## src/rtl/tlc_phase_arbiter_if.sv

```systemverilog
// ---------------------------------------------------------------------------
// tlc_phase_arbiter_if
//
// Signal bundle between the phase arbiter and its environment.
//   ena      : 1 = normal sequencing, 0 = flash mode
//   req[3:0] : per-approach vehicle sensors (level)
//   peak     : peak-hour flag, sampled when an approach enters green
//   tl[7:0]  : light codes, approach i on tl[2i+1:2i] (00 red, 01 yellow, 10 green)
//   grant    : index of the approach owning the right-of-way
//   busy     : high during yellow and all-red clearance
// With TLC_PED_EN defined the bundle also carries ped_req / ped_walk.
//
// Modports: master = environment (drives requests), slave = arbiter.
// ---------------------------------------------------------------------------
interface tlc_phase_arbiter_if;
    logic       ena;
    logic [3:0] req;
    logic       peak;
    logic [7:0] tl;
    logic [1:0] grant;
    logic       busy;
`ifdef TLC_PED_EN
    logic       ped_req;
    logic       ped_walk;

    modport master (
        output ena, req, peak, ped_req,
        input  tl, grant, busy, ped_walk
    );

    modport slave (
        input  ena, req, peak, ped_req,
        output tl, grant, busy, ped_walk
    );
`else
    modport master (
        output ena, req, peak,
        input  tl, grant, busy
    );

    modport slave (
        input  ena, req, peak,
        output tl, grant, busy
    );
`endif
endinterface

```

## src/rtl/tlc_phase_arbiter.sv

```systemverilog
// ---------------------------------------------------------------------------
// tlc_phase_arbiter
//
// Round-robin right-of-way scheduler for a four-approach intersection.
// Each granted approach runs GREEN (min/max green, max extended when the
// peak flag is set on entry), then YELLOW, then an ALLRED clearance before
// the next pending approach is granted. ena=0 forces flash mode; leaving
// flash goes through ALLRED and restarts at approach 0.
//
// Ports:
//   clk   : system clock, rising edge
//   reset : asynchronous, active-low
//   bus   : tlc_phase_arbiter_if.slave (ena, req, peak in; tl, grant, busy out)
//
// Optional feature macro: TLC_PED_EN
//   Adds ped_req / ped_walk on the interface, parameter PED_T and a PED
//   walk phase that takes priority over vehicle grants at ALLRED exit.
// ---------------------------------------------------------------------------
module tlc_phase_arbiter #(
    parameter int TICK_DIV       = 50_000_000,
    parameter int TIMER_W        = 8,
    parameter int MIN_GREEN      = 5,
    parameter int MAX_GREEN      = 30,
    parameter int PEAK_MAX_GREEN = 60,
    parameter int YELLOW_T       = 3,
    parameter int ALLRED_T       = 2
`ifdef TLC_PED_EN
    ,
    parameter int PED_T          = 10
`endif
) (
    input  logic                clk,
    input  logic                reset,
    tlc_phase_arbiter_if.slave  bus
);

    localparam int PW = (TICK_DIV > 1) ? $clog2(TICK_DIV) : 1;
    localparam logic [PW-1:0] TICK_LAST = PW'(TICK_DIV - 1);

    // Durations widened by one bit so elapsed = timer+1 never overflows.
    localparam logic [TIMER_W:0]   MIN_W  = (TIMER_W + 1)'(MIN_GREEN);
    localparam logic [TIMER_W:0]   YEL_W  = (TIMER_W + 1)'(YELLOW_T);
    localparam logic [TIMER_W:0]   AR_W   = (TIMER_W + 1)'(ALLRED_T);
    localparam logic [TIMER_W-1:0] MAX_T  = TIMER_W'(MAX_GREEN);
    localparam logic [TIMER_W-1:0] PEAK_T = TIMER_W'(PEAK_MAX_GREEN);
`ifdef TLC_PED_EN
    localparam logic [TIMER_W:0]   PED_W  = (TIMER_W + 1)'(PED_T);
`endif

    typedef enum logic [2:0] {
        ST_GREEN,
        ST_YELLOW,
        ST_ALLRED,
`ifdef TLC_PED_EN
        ST_PED,
`endif
        ST_FLASH
    } state_t;

    state_t             state_reg, state_next;
    logic [1:0]         grant_reg, grant_next;
    logic [7:0]         tl_reg, tl_next;
    logic               busy_reg, busy_next;
    logic [3:0]         pending_reg, pending_next;
    logic [TIMER_W-1:0] timer_reg, timer_next;
    logic [TIMER_W-1:0] max_eff_reg, max_eff_next;
    logic [PW-1:0]      presc_reg, presc_next;
    // Set when leaving flash: the following ALLRED exit restarts at approach 0.
    logic               recover_reg, recover_next;

    logic               tick;
    logic [TIMER_W:0]   elapsed;
    logic [TIMER_W:0]   green_elapsed;
    logic [TIMER_W-1:0] timer_sat;
    logic [3:0]         grant_mask;
    logic               others;
    logic               enter_green;
    logic               flash_any;
    logic [1:0]         rr_next;

`ifdef TLC_PED_EN
    logic               ped_pending_reg, ped_pending_next;
    logic               ped_walk_reg, ped_walk_next;
`endif

    assign tick          = (presc_reg == TICK_LAST);
    assign elapsed       = {1'b0, timer_reg} + (TIMER_W + 1)'(1);
    assign green_elapsed = (elapsed > {1'b0, max_eff_reg}) ? {1'b0, max_eff_reg} : elapsed;
    assign timer_sat     = (timer_reg == {TIMER_W{1'b1}}) ? timer_reg : elapsed[TIMER_W-1:0];
    assign grant_mask    = 4'b0001 << grant_reg;
    assign flash_any     = (state_reg == ST_FLASH) || (state_next == ST_FLASH);

`ifdef TLC_PED_EN
    assign others = (|(pending_reg & ~grant_mask)) | ped_pending_reg;
`else
    assign others = |(pending_reg & ~grant_mask);
`endif

    // Round-robin search grant+1, grant+2, grant+3; descending loop so the
    // nearest pending approach is the last (winning) assignment.
    always_comb begin
        rr_next = grant_reg;
        for (int k = 3; k >= 1; k--) begin
            if (pending_reg[grant_reg + 2'(k)]) begin
                rr_next = grant_reg + 2'(k);
            end
        end
    end

    // Next-state logic
    always_comb begin
        state_next   = state_reg;
        grant_next   = grant_reg;
        timer_next   = timer_reg;
        presc_next   = tick ? '0 : presc_reg + PW'(1);
        max_eff_next = max_eff_reg;
        recover_next = recover_reg;
        enter_green  = 1'b0;

        if (!bus.ena) begin
            state_next = ST_FLASH;
        end else begin
            case (state_reg)
                ST_GREEN: begin
                    if (tick) begin
                        timer_next = green_elapsed[TIMER_W-1:0];
                        if (others && (green_elapsed >= MIN_W) &&
                            (!bus.req[grant_reg] || (green_elapsed >= {1'b0, max_eff_reg}))) begin
                            state_next = ST_YELLOW;
                        end
                    end
                end
                ST_YELLOW: begin
                    if (tick) begin
                        timer_next = timer_sat;
                        if (elapsed >= YEL_W) begin
                            state_next = ST_ALLRED;
                        end
                    end
                end
                ST_ALLRED: begin
                    if (tick) begin
                        timer_next = timer_sat;
                        if (elapsed >= AR_W) begin
`ifdef TLC_PED_EN
                            if (ped_pending_reg) begin
                                state_next = ST_PED;
                            end else begin
                                enter_green = 1'b1;
                            end
`else
                            enter_green = 1'b1;
`endif
                        end
                    end
                end
`ifdef TLC_PED_EN
                ST_PED: begin
                    if (tick) begin
                        timer_next = timer_sat;
                        if (elapsed >= PED_W) begin
                            state_next = ST_ALLRED;
                        end
                    end
                end
`endif
                ST_FLASH: begin
                    state_next   = ST_ALLRED;
                    recover_next = 1'b1;
                end
                default: begin
                    state_next = ST_GREEN;
                end
            endcase

            if (enter_green) begin
                state_next   = ST_GREEN;
                grant_next   = recover_reg ? 2'd0 : rr_next;
                recover_next = 1'b0;
                max_eff_next = bus.peak ? PEAK_T : MAX_T;
            end
        end

        // Every state starts its duration from a fresh tick boundary.
        if (state_next != state_reg) begin
            presc_next = '0;
            timer_next = '0;
        end
    end

    assign busy_next = (state_next == ST_YELLOW) || (state_next == ST_ALLRED);

    // Per-approach light code and pending latch. A clear (approach enters
    // green, or flash) overrides a simultaneous set.
    for (genvar gi = 0; gi < 4; gi++) begin : g_lane
        logic pend_set;
        logic pend_clr;

        assign pend_set = bus.req[gi] && (grant_reg != 2'(gi)) && (state_reg != ST_FLASH);
        assign pend_clr = flash_any || (enter_green && (grant_next == 2'(gi)));
        assign pending_next[gi] = pend_clr ? 1'b0 : (pending_reg[gi] | pend_set);

        assign tl_next[2*gi +: 2] =
            (state_next == ST_FLASH)       ? 2'b01 :
            (grant_next != 2'(gi))         ? 2'b00 :
            (state_next == ST_GREEN)       ? 2'b10 :
            (state_next == ST_YELLOW)      ? 2'b01 : 2'b00;
    end

`ifdef TLC_PED_EN
    always_comb begin
        ped_pending_next = ped_pending_reg;
        if (flash_any || ((state_next == ST_PED) && (state_reg != ST_PED))) begin
            ped_pending_next = 1'b0;
        end else if (bus.ped_req) begin
            ped_pending_next = 1'b1;
        end
    end

    assign ped_walk_next = (state_next == ST_PED);
`endif

    always_ff @(posedge clk or negedge reset) begin
        if (!reset) begin
            state_reg       <= ST_GREEN;
            grant_reg       <= 2'd0;
            tl_reg          <= 8'h02;
            busy_reg        <= 1'b0;
            pending_reg     <= 4'b0000;
            timer_reg       <= '0;
            presc_reg       <= '0;
            max_eff_reg     <= MAX_T;
            recover_reg     <= 1'b0;
`ifdef TLC_PED_EN
            ped_pending_reg <= 1'b0;
            ped_walk_reg    <= 1'b0;
`endif
        end else begin
            state_reg       <= state_next;
            grant_reg       <= grant_next;
            tl_reg          <= tl_next;
            busy_reg        <= busy_next;
            pending_reg     <= pending_next;
            timer_reg       <= timer_next;
            presc_reg       <= presc_next;
            max_eff_reg     <= max_eff_next;
            recover_reg     <= recover_next;
`ifdef TLC_PED_EN
            ped_pending_reg <= ped_pending_next;
            ped_walk_reg    <= ped_walk_next;
`endif
        end
    end

    assign bus.tl    = tl_reg;
    assign bus.grant = grant_reg;
    assign bus.busy  = busy_reg;
`ifdef TLC_PED_EN
    assign bus.ped_walk = ped_walk_reg;
`endif

endmodule

```

## src/flat_wrapper.sv

```systemverilog
// flat-port wrapper written by rule: the top's interface ports become plain ports
module tlc_phase_arbiter_flat 
#(
    parameter int TICK_DIV       = 50_000_000,
    parameter int TIMER_W        = 8,
    parameter int MIN_GREEN      = 5,
    parameter int MAX_GREEN      = 30,
    parameter int PEAK_MAX_GREEN = 60,
    parameter int YELLOW_T       = 3,
    parameter int ALLRED_T       = 2

)
  (clk, reset, bus_ena, bus_req, bus_peak, bus_tl, bus_grant, bus_busy);
  tlc_phase_arbiter_if bus_i ();
  input  logic clk;
  input  logic reset;
  input wire logic [$bits(bus_i.ena)-1:0] bus_ena;
  input wire logic [$bits(bus_i.req)-1:0] bus_req;
  input wire logic [$bits(bus_i.peak)-1:0] bus_peak;
  output wire logic [$bits(bus_i.tl)-1:0] bus_tl;
  output wire logic [$bits(bus_i.grant)-1:0] bus_grant;
  output wire logic [$bits(bus_i.busy)-1:0] bus_busy;
  assign bus_i.ena = bus_ena;
  assign bus_i.req = bus_req;
  assign bus_i.peak = bus_peak;
  assign bus_tl = bus_i.tl;
  assign bus_grant = bus_i.grant;
  assign bus_busy = bus_i.busy;
  tlc_phase_arbiter #(.TICK_DIV(TICK_DIV), .TIMER_W(TIMER_W), .MIN_GREEN(MIN_GREEN), .MAX_GREEN(MAX_GREEN), .PEAK_MAX_GREEN(PEAK_MAX_GREEN), .YELLOW_T(YELLOW_T), .ALLRED_T(ALLRED_T)) u_core (.clk(clk), .reset(reset), .bus(bus_i));
endmodule
```

## config.mk

```make
export PLATFORM = sky130hd
export DESIGN_NAME = tlc_phase_arbiter_flat
export DESIGN_NICKNAME = d
export VERILOG_FILES = /design/src/rtl/tlc_phase_arbiter_if.sv /design/src/rtl/tlc_phase_arbiter.sv /design/src/flat_wrapper.sv
export SDC_FILE = /design/constraint.sdc
export NUM_CORES = 1
export LEC_CHECK = 0
export CORE_UTILIZATION = 30
export CTS_CLUSTER_DIAMETER = 120
export DETAILED_ROUTE_END_ITERATION = 16
export GPL_TIMING_DRIVEN = 0
export HOLD_SLACK_MARGIN = 0.12
export SLEW_MARGIN = 20
export SYNTH_ARGS = -nofsm -noshare
export SYNTH_HDL_FRONTEND = slang
export SYNTH_SLANG_ARGS = --single-unit
```

## constraint.sdc

```tcl
create_clock -name clk -period 4.5 [get_ports clk]
set_clock_uncertainty 0.05 [all_clocks]
set_input_delay 0.9 -clock clk [delete_from_list [all_inputs] [get_ports clk]]
set_output_delay 0.9 -clock clk [all_outputs]
set_load 0.1 [all_outputs]
```

==> flow_metrics.py, run 1 <==
metrics = {
    "outcome": {
        "status": "completed",
    },
    "sta": {
        "maxSlewHeadroom": 0.341,
        "hold_viol": 0,
        "grt_setup_unrepaired": "false",
        "setup_viol": 0,
        "worst_slack_ns": 0.351,
        "finalCritPeriodShare": 0.922,
        "fin_tns_setup_ns": 0,
        "final_max_slew_viol_count": 0,
        "tightest_slew_ns": 0.985,
        "fmax_ghz": 0.241,
        "fin_crit_ns": 4.15,
    },
    "floorplan": {
        "core_um2": 11000,
        "dieArea_um2": 12000,
        "initial_core_util": 0.313,
        "die_h_um": 109,
        "die_x_um": 109,
        "rows": 38,
        "io_pins": 19,
    },
    "synthesis": {
        "synth-seq-area-share": 0.399,
        "netlist.area_leader.share": 0.384,
        "yosys_most_used_dff": "dfrtp_1",
        "synth_area_um2": 3460,
        "async_flop_share": 1.00,
        "netlist_top_cells_area": "dfrtp_1 (38%), nor2_1 (5.6%), xor2_1 (4.1%), ha_1 (4.0%), a21oi_1 (3.6%)",
        "avgSynthCellArea_um2": 9.17,
        "yosys_warnings": 0,
        "synth.distinct_cells": 74,
        "synth-edff-count": 0,
        "synth_seq_cells": 55,
        "synth_commonest_cells": "dfrtp_1 (53), nor2_1 (52), nand2_1 (31)",
        "yosys.area.top_type": "dfrtp_1",
        "syn-num-nets": 396,
        "yosysMostFrequentCell": "dfrtp_1",
        "netlist_instances": 377,
    },
    "global_route": {
        "grt_usage": 0.139,
        "antenna_found_initial": 0,
        "grt_pass1_wl_mm": 13.2,
        "gr-total-overflow": 0,
        "use_met2": 0.221,
        "met1_usage": 0.195,
        "grt_max_degree": 56,
        "grt.busiest_layer": "met2",
        "use_met3": 0.0231,
        "grt_pass1_vias": 2725,
    },
    "critical_path": {
        "cp_cell_sequence": "nand2_1 -> nor3_4 -> xor2_2 -> ha_1 -> nand2b_1 -> nor3b_1 -> o32ai_2 -> nand2_2 -> nor2_1 -> a21oi_1 -> ha_1 -> nand2b_1 -> a2111oi_4 -> and2_1 -> a311o_1 -> a31oi_4 -> buf_4 -> a221oi_1",
        "cp_max_fo": 9,
        "critPathLaunchType": "flop",
        "critPathSlowestCell": "dfrtp_1",
        "crit_required_ns": 4.64,
        "rrSetupSlack_ns": 0.35,
        "crit_path_end_kind": "flop",
        "cp.arrival_ns": 4.29,
        "max_stage_delay_ns": 0.48,
        "r2r_end": "u_core.timer_reg[4]$_DFFE_PN0P_",
        "rr_startpoint": "u_core.timer_reg[2]$_DFFE_PN0P_",
        "reg2reg_depth": 18,
        "crit_type": "flop to flop",
    },
    "clock_tree": {
        "clk_pin_slew_ns": 0.08,
        "clk_latency_ns": 0.30,
        "cts-root-buf": "clkbuf_16",
        "clock-sinks": 55,
        "htree_levels": 2,
        "cts_tree": "yes",
        "cts_buffers": 5,
        "clk_path_buf_depth": 2,
        "postCtsHoldBufs": 0,
    },
    "power": {
        "p_leak_nw": 1.59,
        "power_density_nw_per_um2": 251,
        "power.switching_mw": 0.267,
        "ir_worst_vdd_mv": 0.190,
        "combPwrFrac": 0.109,
        "p_int_mw": 0.744,
        "seqPwrFrac": 0.505,
        "p_clk_frac": 0.385,
        "sw_frac_of_total": 0.264,
    },
    "route": {
        "viasPerCell": 5.16,
        "ant_nets": 0,
        "drc": 0,
        "firstDrtPassIters": 4,
        "wl_mm": 7.53,
        "vias": 2818,
        "drt_iter0_markers": 164,
        "routedWlPerCell_um": 13.8,
    },
    "worst_hold_path": {
        "holdCritPathClass": "flop to flop",
        "whs_endpoint": "u_core.presc_reg[0]$_DFF_PN0_",
        "hold_depth": 1,
        "min_from": "u_core.presc_reg[0]$_DFF_PN0_",
    },
    "placement": {
        "pre_cts_ws_ns": -0.207,
        "port_buffers": 17,
        "gp_congestion": 0.822,
        "dp.cells": 534,
        "place_hpwl_mm": 5.34,
    },
    "layout": {
        "finalNetCount": 424,
        "final_layout_size_suffix_gt1_frac": 0.140,
        "area_delta_synth_final_pct": 16.4,
        "final_util": 0.365,
        "fin_cells": 546,
        "diodes": 0,
        "largest_register_ffs": 26,
        "fillCellCount": 1129,
    },
    "run": {
        "maxCapViolations": 0,
    },
}
==> metrics by stage <==
stage / area (µm²) / power, mW / hold WS, ns
6_report: 4020 / 1.01 / 0.478
4_1_cts: 3950 / 1.02 / 0.483
2_1_floorplan: 3460 / 0.592 / 0.426
3_5_place_dp: 3800 / 0.629 / 0.471
3_3_place_gp: 3800 / 0.629 / 0.471
5_1_grt: 4020 / 1.05 / 0.513
==> power by group through the flow <==
stage | clock network [mW] | registers, mW | logic (mW)
2_1_floorplan | 0 | 0.547 | 0.0449
3_3_place_gp | 0 | 0.521 | 0.108
3_5_place_dp | 0 | 0.520 | 0.109
4_1_cts | 0.404 | 0.511 | 0.110
5_1_grt | 0.418 | 0.512 | 0.122
6_report | 0.389 | 0.511 | 0.111
==> critical path: cells and delay by family (launching register included) <==
kind	cells	cell delay, ns
XOR/XNOR	1	0.21
adder cells (fa/ha/maj)	2	0.44
AO/OA/AOI/OAI	6	1.35
flip-flops	1	0.48
AND/OR/NAND/NOR	8	1.28
buffers and inverters	1	0.21
==> layer usage <==
layer / up-vias / share of wire
met5: - / 0
met4: 0 / 0.017
met3: 11 / 0.025
met2: 31 / 0.46
met1: 1383 / 0.50
li1: 1393 / -
==> placed cells by master, fill, tap and decap left out, drive strengths merged, types with 5 or more instances in the layout <==
cell	count
xnor2	10
nor2	54
o21ai	13
dfrtp	53
clkbuf	9
nor3	11
a21oi	27
buf	12
nand2	32
ha	11
and3	6
xor2	16
a31oi	7
inv	14
or3	5
nand2b	11
and4	6
nand3	20
clkdlybuf4s50	16
and2	5
nand4	6
==> worst max-delay path by stage <==
stage                                     from                               to
2_1_floorplan  u_core.timer_reg[0]$_DFFE_PN0P_   u_core.presc_reg[10]$_DFF_PN0_
3_3_place_gp   u_core.timer_reg[0]$_DFFE_PN0P_    u_core.presc_reg[4]$_DFF_PN0_
3_5_place_dp   u_core.timer_reg[0]$_DFFE_PN0P_    u_core.presc_reg[2]$_DFF_PN0_
4_1_cts        u_core.timer_reg[0]$_DFFE_PN0P_    u_core.presc_reg[2]$_DFF_PN0_
5_1_grt        u_core.timer_reg[2]$_DFFE_PN0P_  u_core.timer_reg[2]$_DFFE_PN0P_
6_report       u_core.timer_reg[2]$_DFFE_PN0P_  u_core.timer_reg[4]$_DFFE_PN0P_
==> cell families (layout without fill, tap and decap cells) <==
group | after synthesis | in the layout | share of synthesized area
muxes | 6 | 6 | 0.0286
buffers and inverters | 25 | 54 | 0.0322
and+or+nand+nor | 176 | 176 | 0.275
other | 1 | 1 | 0.00109
adders and majority gates | 11 | 11 | 0.0398
AOI/OAI and AO/OA | 77 | 77 | 0.158
DFF | 55 | 55 | 0.399
xor gates and xnor gates | 26 | 26 | 0.0659
==> area by class of cell <==
class	instances	area (µm²)	share of cell area
buffer	11	58.8	0.0146
clock inverter	3	18.8	0.00467
timing repair buffer	21	198	0.0492
clock buffer	5	125	0.0311
multi-input combinational	297	2010	0.501
sequential	55	1380	0.343
inverter	14	52.6	0.0131
tap	140	175	0.0436
==> repair_timing <==
| action | CTS | global route |
|---|---|---|
| pin swaps | 0 | 3 |
| endpoints found under the setup margin | 28 | 28 |
| hold endpoints to repair | 0 | 0 |
| resized for setup | 3 | 6 |
| setup buffers | 0 | 4 |
(Power assumes the default switching activity.)
==> inputs of run 2 (changes only) <==
- CTS_CLUSTER_DIAMETER: 120 -> unset
- GPL_TIMING_DRIVEN: 0 -> unset
==> flow_metrics.py, run 2 (synthesis results as in run 1) <==
metrics = {
    "sta": {
        "fin_crit_ns": 4.08,
        "maxSlewHeadroom": 0.343,
        "final_max_slew_viol_count": 0,
        "finalCritPeriodShare": 0.907,
        "hold_viol": 0,
        "fin_tns_setup_ns": 0,
        "fmax_ghz": 0.245,
        "setup_viol": 0,
        "whs_ns": 0.407,
        "grt_setup_unrepaired": "false",
        "tightest_slew_ns": 0.982,
    },
    "route": {
        "drc": 0,
        "viasPerCell": 5.02,
        "drt_iter0_markers": 135,
        "vias": 2692,
        "wl_mm": 7.50,
        "ant_nets": 0,
        "firstDrtPassIters": 5,
        "routedWlPerCell_um": 14.0,
    },
    "clock_tree": {
        "htree_levels": 2,
        "clk_latency_ns": 0.30,
        "clk_pin_slew_ns": 0.08,
        "clock-sinks": 55,
        "cts_tree": "yes",
        "cts-root-buf": "clkbuf_16",
        "clk_path_buf_depth": 2,
        "cts_buffers": 5,
    },
    "global_route": {
        "grt_pass1_wl_mm": 12.9,
        "grt_pass1_vias": 2622,
        "grt_max_degree": 45,
        "grt_usage": 0.136,
        "antenna_found_initial": 0,
        "gr-total-overflow": 0,
    },
    "placement": {
        "port_buffers": 18,
        "dpl-instance-area_um2": 3770,
        "dp.cells": 527,
        "gp_congestion": 0.856,
        "place_hpwl_mm": 5.50,
    },
    "layout": {
        "finalNetCount": 414,
        "fin_cells": 536,
        "diodes": 0,
        "largest_register_ffs": 26,
        "layout_common_cells": "dfrtp_1 (53), nor2_1 (52), nand2_1 (31)",
        "area_delta_synth_final_pct": 14.0,
        "final_layout_size_suffix_gt1_frac": 0.114,
        "layout_commonest_cell": "dfrtp_1",
        "final_cell_area_um2": 3940,
        "fillCellCount": 1131,
    },
    "critical_path": {
        "crit_type": "flop to flop",
        "cp.arrival_ns": 4.23,
        "critPathLaunchType": "flop",
        "reg2reg_depth": 17,
        "crit_required_ns": 4.65,
        "cp_max_fo": 18,
        "crit_path_end_kind": "flop",
    },
    "power": {
        "seqPwrFrac": 0.506,
        "ir_worst_vdd_mv": 0.146,
        "p_clk_frac": 0.393,
        "sw_frac_of_total": 0.269,
        "power_density_nw_per_um2": 258,
        "report.power.total_mw": 1.02,
        "combPwrFrac": 0.100,
        "power.switching_mw": 0.273,
        "p_leak_nw": 1.55,
        "p_int_mw": 0.743,
    },
    "floorplan": {
        "die_h_um": 109,
        "dieArea_um2": 12000,
        "rows": 38,
        "initial_core_util": 0.313,
        "die_x_um": 109,
        "core_um2": 11000,
        "io_pins": 19,
    },
    "outcome": {
        "status": "completed",
    },
    "worst_hold_path": {
        "holdCritPathClass": "input pin to asynchronous set/reset pin",
    },
    "run": {
        "maxCapViolations": 0,
    },
}
run 2: cell count changes in the layout (fill, tap and decap cells not counted), moves of 2 or more:
cell      delta
buf_2        -4
clkbuf_1     -4
nand2_2      -2
buf_4        -2
nand2_1      +2
run 2: stage by stage:
step | utilization | setup slack (ns)
CTS | 0.355 | 0.0483
floorplan | - | 0.689
global placement | 0.342 | 0.319
global route | 0.357 | 0.0370
finish | 0.357 | 0.420
detailed placement | 0.342 | 0.0948
run 2: layout make-up:
cell class,count,area (µm²),share of cell area
tap,140,175,0.0445
multi-input combinational,297,1980,0.502
clock inverter,3,23.8,0.00604
clock buffer,5,125,0.0318
inverter,14,52.6,0.0133
sequential,55,1380,0.350
timing repair buffer,22,205,0.0521
run 2: power by group through the flow:
stage	Clock (mW)	Combinational, mW	Sequential, mW
final	0.400	0.102	0.514
after global routing	0.432	0.113	0.516
after CTS	0.409	0.104	0.514
after detailed placement	0	0.103	0.524
after global placement	0	0.103	0.524
after floorplan	0	0.0449	0.547
run 2: worst max-delay path, stage by stage, from the launching register on:
cell       delay (ns)
dfrtp_1          0.43
nand2_1          0.21
nor3_4           0.27
xor2_1           0.23
ha_1             0.29
nand2b_1         0.13
nor3b_1          0.07
o32ai_2          0.28
nand2_1          0.15
nor2_1           0.13
a21oi_1          0.05
ha_1             0.18
nand2b_1         0.16
a2111oi_1        0.46
and2_1           0.19
a311o_1          0.16
a31oi_4          0.24
a221oi_1         0.30
run 2: metal layers:
layer	wire (µm)	global-route usage
met2	3420	0.209
met4	107	0.0305
met5	0	0
met3	192	0.0213
met1	3780	0.200
run 2: timing repair:
action,in CTS,in global routing
buffers inserted,0,1
hold buffers,0,0
gates resized for setup,0,3
endpoints found under the hold margin,0,0
endpoints found under the setup margin,0,28
run 2: final timing paths:
| path | from | to | slack [ns] |
|---|---|---|---|
| worst max-delay path | u_core.timer_reg[1]$_DFFE_PN0P_ | u_core.timer_reg[1]$_DFFE_PN0P_ | 0.42 |
| worst min-delay path | reset | u_core.presc_reg[20]$_DFF_PN0_ | 0.41 |
| worst max register to register | u_core.timer_reg[1]$_DFFE_PN0P_ | u_core.timer_reg[1]$_DFFE_PN0P_ | 0.42 |
| worst min register to register | u_core.presc_reg[0]$_DFF_PN0_ | u_core.presc_reg[0]$_DFF_PN0_ | 0.49 |
| max in group asynchronous | reset | u_core.pending_reg[2]$_DFF_PN0_ | 3.14 |
| min in group clk | u_core.presc_reg[0]$_DFF_PN0_ | u_core.presc_reg[0]$_DFF_PN0_ | 0.49 |
